`config.mk`:
```
export PLATFORM = sky130hd
export DESIGN_NAME = brush_stamper
export DESIGN_NICKNAME = d
export VERILOG_FILES = /design/src/rtl/brush_stamper.sv
export SDC_FILE = /design/constraint.sdc
export NUM_CORES = 1
export LEC_CHECK = 0
export BUFFER_PORTS_ARGS = -buffer_cell sky130_fd_sc_hd__buf_2
export CAP_MARGIN = 30
export CORE_UTILIZATION = 60
export DETAILED_ROUTE_END_ITERATION = 10
export PLACE_DENSITY_LB_ADDON = 0.05
export SLEW_MARGIN = 20
export SYNTH_ARGS = -nofsm -noshare
export SYNTH_HDL_FRONTEND = slang
export SYNTH_SLANG_ARGS = --single-unit
```
`constraint.sdc`:
```
create_clock -name clk -period 4.6 [get_ports clk]
set_input_delay 0.46 -clock clk [delete_from_list [all_inputs] [get_ports clk]]
set_output_delay 0.46 -clock clk [all_outputs]
set_load 0.005 [all_outputs]
```
`src/rtl/brush_stamper.sv`:
```
// Stamps a square brush of radius r around a cursor by issuing one GPU pixel
// write per in-range pixel, spaced at least three cycles apart.
//
// state | meaning
// IDLE  | waiting for start
// CHECK | test current scan pixel; wait for write_available if in range
// ISSUE | GPU write strobe being launched; scan advances
// GAP   | enforced idle cycle between strobes
// DONE  | completion pulse being launched
module brush_stamper #(
    parameter int SCREEN_DIM = 64,
    parameter int MAX_RADIUS = 3
) (
    input  logic       clk,
    input  logic       rstn,
    input  logic       start,
    input  logic [5:0] cursor_col,
    input  logic [5:0] cursor_row,
    input  logic [1:0] brush_radius,
    input  logic [7:0] color,
    input  logic       palette_sel,
    input  logic       overlay_sel,
    input  logic       write_available,
    output logic       write,
    output logic [7:0] px_data,
    output logic [5:0] column,
    output logic [5:0] row,
    output logic       image_palette,
    output logic       image_overlay,
    output logic       busy,
    output logic       done
);
    typedef enum logic [2:0] {IDLE, CHECK, ISSUE, GAP, DONE} state_t;

    localparam logic signed [7:0] DIM8 = 8'(SCREEN_DIM);
    localparam logic [1:0] RMAX = 2'(MAX_RADIUS);

    state_t state_q, state_d;
    logic [5:0] cur_col_q, cur_col_d, cur_row_q, cur_row_d;
    logic [1:0] rad_q, rad_d;
    logic [7:0] color_q, color_d;
    logic pal_q, pal_d, ovl_q, ovl_d;
    logic signed [3:0] dx_q, dx_d, dy_q, dy_d;
    logic last_q, last_d;
    logic write_q, write_d, done_q, done_d, busy_q, busy_d;
    logic [7:0] px_q, px_d;
    logic [5:0] col_q, col_d, row_q, row_d;
    logic img_pal_q, img_pal_d, img_ovl_q, img_ovl_d;

    logic [1:0] rad_in;
    logic signed [3:0] r_in_s, r_s;
    logic signed [7:0] pix_col, pix_row;
    logic in_range, is_last;

    // Radii above MAX_RADIUS are clamped rather than rejected.
    assign rad_in  = (brush_radius > RMAX) ? RMAX : brush_radius;
    assign r_in_s  = $signed({2'b00, rad_in});
    assign r_s     = $signed({2'b00, rad_q});
    assign pix_col = $signed({2'b00, cur_col_q}) + $signed({{4{dx_q[3]}}, dx_q});
    assign pix_row = $signed({2'b00, cur_row_q}) + $signed({{4{dy_q[3]}}, dy_q});
    assign in_range = !pix_col[7] && (pix_col < DIM8) && !pix_row[7] && (pix_row < DIM8);
    assign is_last  = (dx_q == r_s) && (dy_q == r_s);

    always_comb begin
        state_d   = state_q;
        cur_col_d = cur_col_q;
        cur_row_d = cur_row_q;
        rad_d     = rad_q;
        color_d   = color_q;
        pal_d     = pal_q;
        ovl_d     = ovl_q;
        dx_d      = dx_q;
        dy_d      = dy_q;
        last_d    = last_q;
        px_d      = px_q;
        col_d     = col_q;
        row_d     = row_q;
        img_pal_d = img_pal_q;
        img_ovl_d = img_ovl_q;
        write_d   = (state_q == ISSUE);
        done_d    = (state_q == DONE);
        busy_d    = (state_q != IDLE);

        case (state_q)
            IDLE: begin
                if (start) begin
                    cur_col_d = cursor_col;
                    cur_row_d = cursor_row;
                    rad_d     = rad_in;
                    color_d   = color;
                    pal_d     = palette_sel;
                    ovl_d     = overlay_sel;
                    dx_d      = -r_in_s;
                    dy_d      = -r_in_s;
                    state_d   = CHECK;
                end
            end
            CHECK: begin
                if (!in_range) begin
                    if (is_last) begin
                        state_d = DONE;
                    end else if (dx_q == r_s) begin
                        dx_d = -r_s;
                        dy_d = dy_q + 4'sd1;
                    end else begin
                        dx_d = dx_q + 4'sd1;
                    end
                end else if (write_available) begin
                    col_d     = pix_col[5:0];
                    row_d     = pix_row[5:0];
                    px_d      = color_q;
                    img_pal_d = pal_q;
                    img_ovl_d = ovl_q;
                    last_d    = is_last;
                    state_d   = ISSUE;
                end
            end
            ISSUE: begin
                // Wrap on the final pixel is harmless; GAP exits via last_q.
                if (dx_q == r_s) begin
                    dx_d = -r_s;
                    dy_d = dy_q + 4'sd1;
                end else begin
                    dx_d = dx_q + 4'sd1;
                end
                state_d = GAP;
            end
            GAP:     state_d = last_q ? DONE : CHECK;
            DONE:    state_d = IDLE;
            default: state_d = IDLE;
        endcase
    end

    always_ff @(posedge clk or negedge rstn) begin
        if (!rstn) begin
            state_q   <= IDLE;
            cur_col_q <= '0;
            cur_row_q <= '0;
            rad_q     <= '0;
            color_q   <= '0;
            pal_q     <= 1'b0;
            ovl_q     <= 1'b0;
            dx_q      <= '0;
            dy_q      <= '0;
            last_q    <= 1'b0;
            write_q   <= 1'b0;
            done_q    <= 1'b0;
            busy_q    <= 1'b0;
            px_q      <= '0;
            col_q     <= '0;
            row_q     <= '0;
            img_pal_q <= 1'b0;
            img_ovl_q <= 1'b0;
        end else begin
            state_q   <= state_d;
            cur_col_q <= cur_col_d;
            cur_row_q <= cur_row_d;
            rad_q     <= rad_d;
            color_q   <= color_d;
            pal_q     <= pal_d;
            ovl_q     <= ovl_d;
            dx_q      <= dx_d;
            dy_q      <= dy_d;
            last_q    <= last_d;
            write_q   <= write_d;
            done_q    <= done_d;
            busy_q    <= busy_d;
            px_q      <= px_d;
            col_q     <= col_d;
            row_q     <= row_d;
            img_pal_q <= img_pal_d;
            img_ovl_q <= img_ovl_d;
        end
    end

    assign write         = write_q;
    assign done          = done_q;
    assign busy          = busy_q;
    assign px_data       = px_q;
    assign column        = col_q;
    assign row           = row_q;
    assign image_palette = img_pal_q;
    assign image_overlay = img_ovl_q;
endmodule

```
==> flow_metrics.env <==
export IMPL_n_fill_cell=403
export IMPL_die_w_um=75.9
export IMPL_cap_violations=0
export IMPL_cts_clk_slew_worst_paths_ps=60
export IMPL_max_freq_ghz=0.271
export IMPL_finalSetupViolCount=0
export IMPL_power_density_nw_per_um2=787
export IMPL_placed_area_sq_um=3580
export IMPL_cts_tree="done"
export IMPL_initial_core_util_pct=63.3
export IMPL_maxSlewHeadroom_pct=40.8
export IMPL_syn_inst=310
export IMPL_area_delta_synth_final_pct=15.2
export IMPL_ctsHoldBuffers=0
export IMPL_fin_crit_ps=3690
export IMPL_synth_cell_types=46
export IMPL_period_share_pct=80.1
export IMPL_grtUsageTotal_pct=24.7
export IMPL_wl_per_cell_um=14.5
export IMPL_io_buffers=52
export IMPL_synth_area_top_cells="dfrtp_1, mux2_4, nand2_1"
export IMPL_io_pins=53
export IMPL_grt_pass1_wl_mm=10.3
export IMPL_drtIter0Drc=99
export IMPL_worst_clock_skew_ps=6.37
export IMPL_cts_root_buf="clkbuf_8"
export IMPL_cts_resized=0
export IMPL_multiInputGateArea_sq_um=1640
export IMPL_drc=0
export IMPL_grt_start_max_net_pins=62
export IMPL_syn_nets=357
export IMPL_grt_pass1_vias=2255
export IMPL_path_max_fanout=23
export IMPL_nets=413
export IMPL_rows=26
export IMPL_start_kind="register"
export IMPL_synth_top_area_cell="dfrtp_1"
export IMPL_place_congestion=0.943
export IMPL_antenna_left=0
export IMPL_clk_latency_ps=330
export IMPL_register_area_sq_um=1530
export IMPL_cp_data_arrival_time_ps=3890
export IMPL_drtPass1Iterations=4
export IMPL_status="complete, no violations"
export IMPL_rsz0062_at_grt="no"
export IMPL_antenna_found_initial=0
export IMPL_vias_per_cell=5.52
export IMPL_holdWs_ps=276
export IMPL_syn_area_sq_um=3280
export IMPL_slew_violations=0
export IMPL_core_area_sq_um=5170
export IMPL_drive_gt1_share_pct=25.4
export IMPL_hpwl_mm=4.44
export IMPL_final_area_sq_um=3770
export IMPL_yosysTopAreaCellShare_pct=46.6
export IMPL_syn_avg_cell_area_sq_um=10.6
export IMPL_fp_dieH_um=75.9
export IMPL_wl_mm=6.39
export IMPL_yosys_warnings=0
export IMPL_cts_htree_levels=3
export IMPL_p_leak_nw=1.97
export IMPL_instances_no_fill=440
export IMPL_clk_path_buf_depth=2
export IMPL_fin_util_pct=73.0
export IMPL_numClockSinks=61
export IMPL_yosysSeqAreaShare_pct=46.6
export IMPL_die_area_sq_um=5760
export IMPL_max_slew_worst_pin_slew_ps=886
export IMPL_hold_class="in2async"
export IMPL_critPathKind="reg2reg"
export IMPL_ir_drop_mv=0.422
export IMPL_post_cts_buffers=0
export IMPL_end_kind="register"
export IMPL_place_inst=424
export IMPL_cts_buffers=9
export IMPL_finalSetupTns_ps=0
export IMPL_diodes=0
export IMPL_grt_overflow_total=0
export IMPL_synth_seq_cells=61
export IMPL_num_vias=2428
export IMPL_worst_ep_required_time_ps=4810
export IMPL_hold_viol=0
## flip-flops by register name, indices dropped and copies added, names as in the netlist, 2 cells and up
name / flops
cur_col_q: 6
px_data: 8
cur_row_q: 6
dy_q: 4
row: 6
state_q: 3
dx_q: 4
column: 6
color_q: 8
rad_q: 2
## layout by cell type, fill, tap and decap left out, drive strengths merged, types with 3 or more instances in the layout
| cell type | netlist | routed |
|---|---|---|
| nand4 | 4 | 4 |
| nor2 | 7 | 7 |
| nand3b | 5 | 5 |
| a31oi | 3 | 3 |
| and2 | 4 | 4 |
| o22ai | 5 | 5 |
| a2bb2oi | 3 | 3 |
| o21a | 4 | 4 |
| mux2 | 24 | 24 |
| dfrtp | 61 | 61 |
| clkbuf | 6 | 14 |
| o21bai | 4 | 4 |
| o21ai | 9 | 9 |
| nand2 | 76 | 76 |
| a21oi | 13 | 13 |
| ha | 17 | 17 |
| buf | 3 | 54 |
| nand3 | 4 | 4 |
| xor2 | 10 | 10 |
| inv | 16 | 16 |
| o221ai | 3 | 3 |
## layout make-up
type	count	area share, %
Timing Repair Buffer	54	7.49
Sequential cell	61	40.5
Multi-Input combinational cell	224	43.4
Inverter	16	1.59
Clock buffer	14	4.58
Tap cell	70	2.32
Clock inverter	1	0.133
## worst max-delay path: stages, from the launching register on
cell      delay, ps
dfrtp_1         450
ha_1            260
fa_1            430
a21oi_2         170
o221ai_1        180
a2111o_1        440
a32oi_2         350
nand3_2         700
mux2_1          580
## where the power goes
group / internal (W) / switching [W] / total (W)
combinational: 0.000740 / 0.000804 / 0.00154
sequential: 0.000787 / 0.000212 / 0.000999
clock: 0.000236 / 0.000190 / 0.000427
## cell usage after synthesis, drive strengths merged
cell / n
a211oi: 2
o22ai: 5
nand3: 4
o221ai: 3
a41oi: 2
o2111ai: 1
nand3b: 5
a22oi: 2
nor3: 2
nand4: 4
ha: 17
a32oi: 1
mux2i: 2
o21ai: 9
nor4: 2
a21oi: 13
nor3b: 2
a31oi: 3
clkbuf: 6
a221o: 1
xnor2: 2
buf: 3
dfrtp: 61
and2: 4
inv: 16
a21o: 2
nand2b: 2
o21bai: 4
nor2: 7
mux2: 24
xor2: 10
a2111o: 2
a2bb2oi: 3
fa: 2
or3b: 2
o21a: 4
nand2: 76
## metrics by stage
stage	power [W]	setup WS [ps]
global placement	0.00250	1040
finish	0.00297	915
floorplan	0.00215	1740
global route	0.00323	726
detailed placement	0.00254	928
CTS	0.00298	911
## per-layer routing
layer	wire [um]	global-route usage, %	vias to the layer above
met5	0	0	-
met4	107	10.3	0
met3	342	5.69	11
met2	3040	38.9	63
met1	2900	32.8	1165
li1	-	-	1189
## kinds of logic after synthesis
logic type	after synthesis	share of synthesized area (%)
AND/OR/NAND/NOR	110	15.5
flip-flops	61	46.6
AO/OA/AOI/OAI	57	12.5
multiplexers	26	11.2
buffers and inverters	25	3.36
adder cells (fa/ha/maj)	19	7.72
XOR/XNOR	12	3.21
## final timing paths
path / startpoint / end / slack (ps) / cells past startpoint
min reg2reg: color_q[5] / color_q[5] / 470 / 2
max in group asynchronous: rstn / cur_row_q[2] / 3810 / 2
max: dx_q[0] / px_data[4] / 910 / 8
max reg2reg: dx_q[0] / px_data[4] / 910 / 8
min: rstn / px_data[2] / 280 / 2
min in group clk: cursor_col[2] / cur_col_q[2] / 310 / 3
No activity file was read; power rests on OpenSTA's default activity.
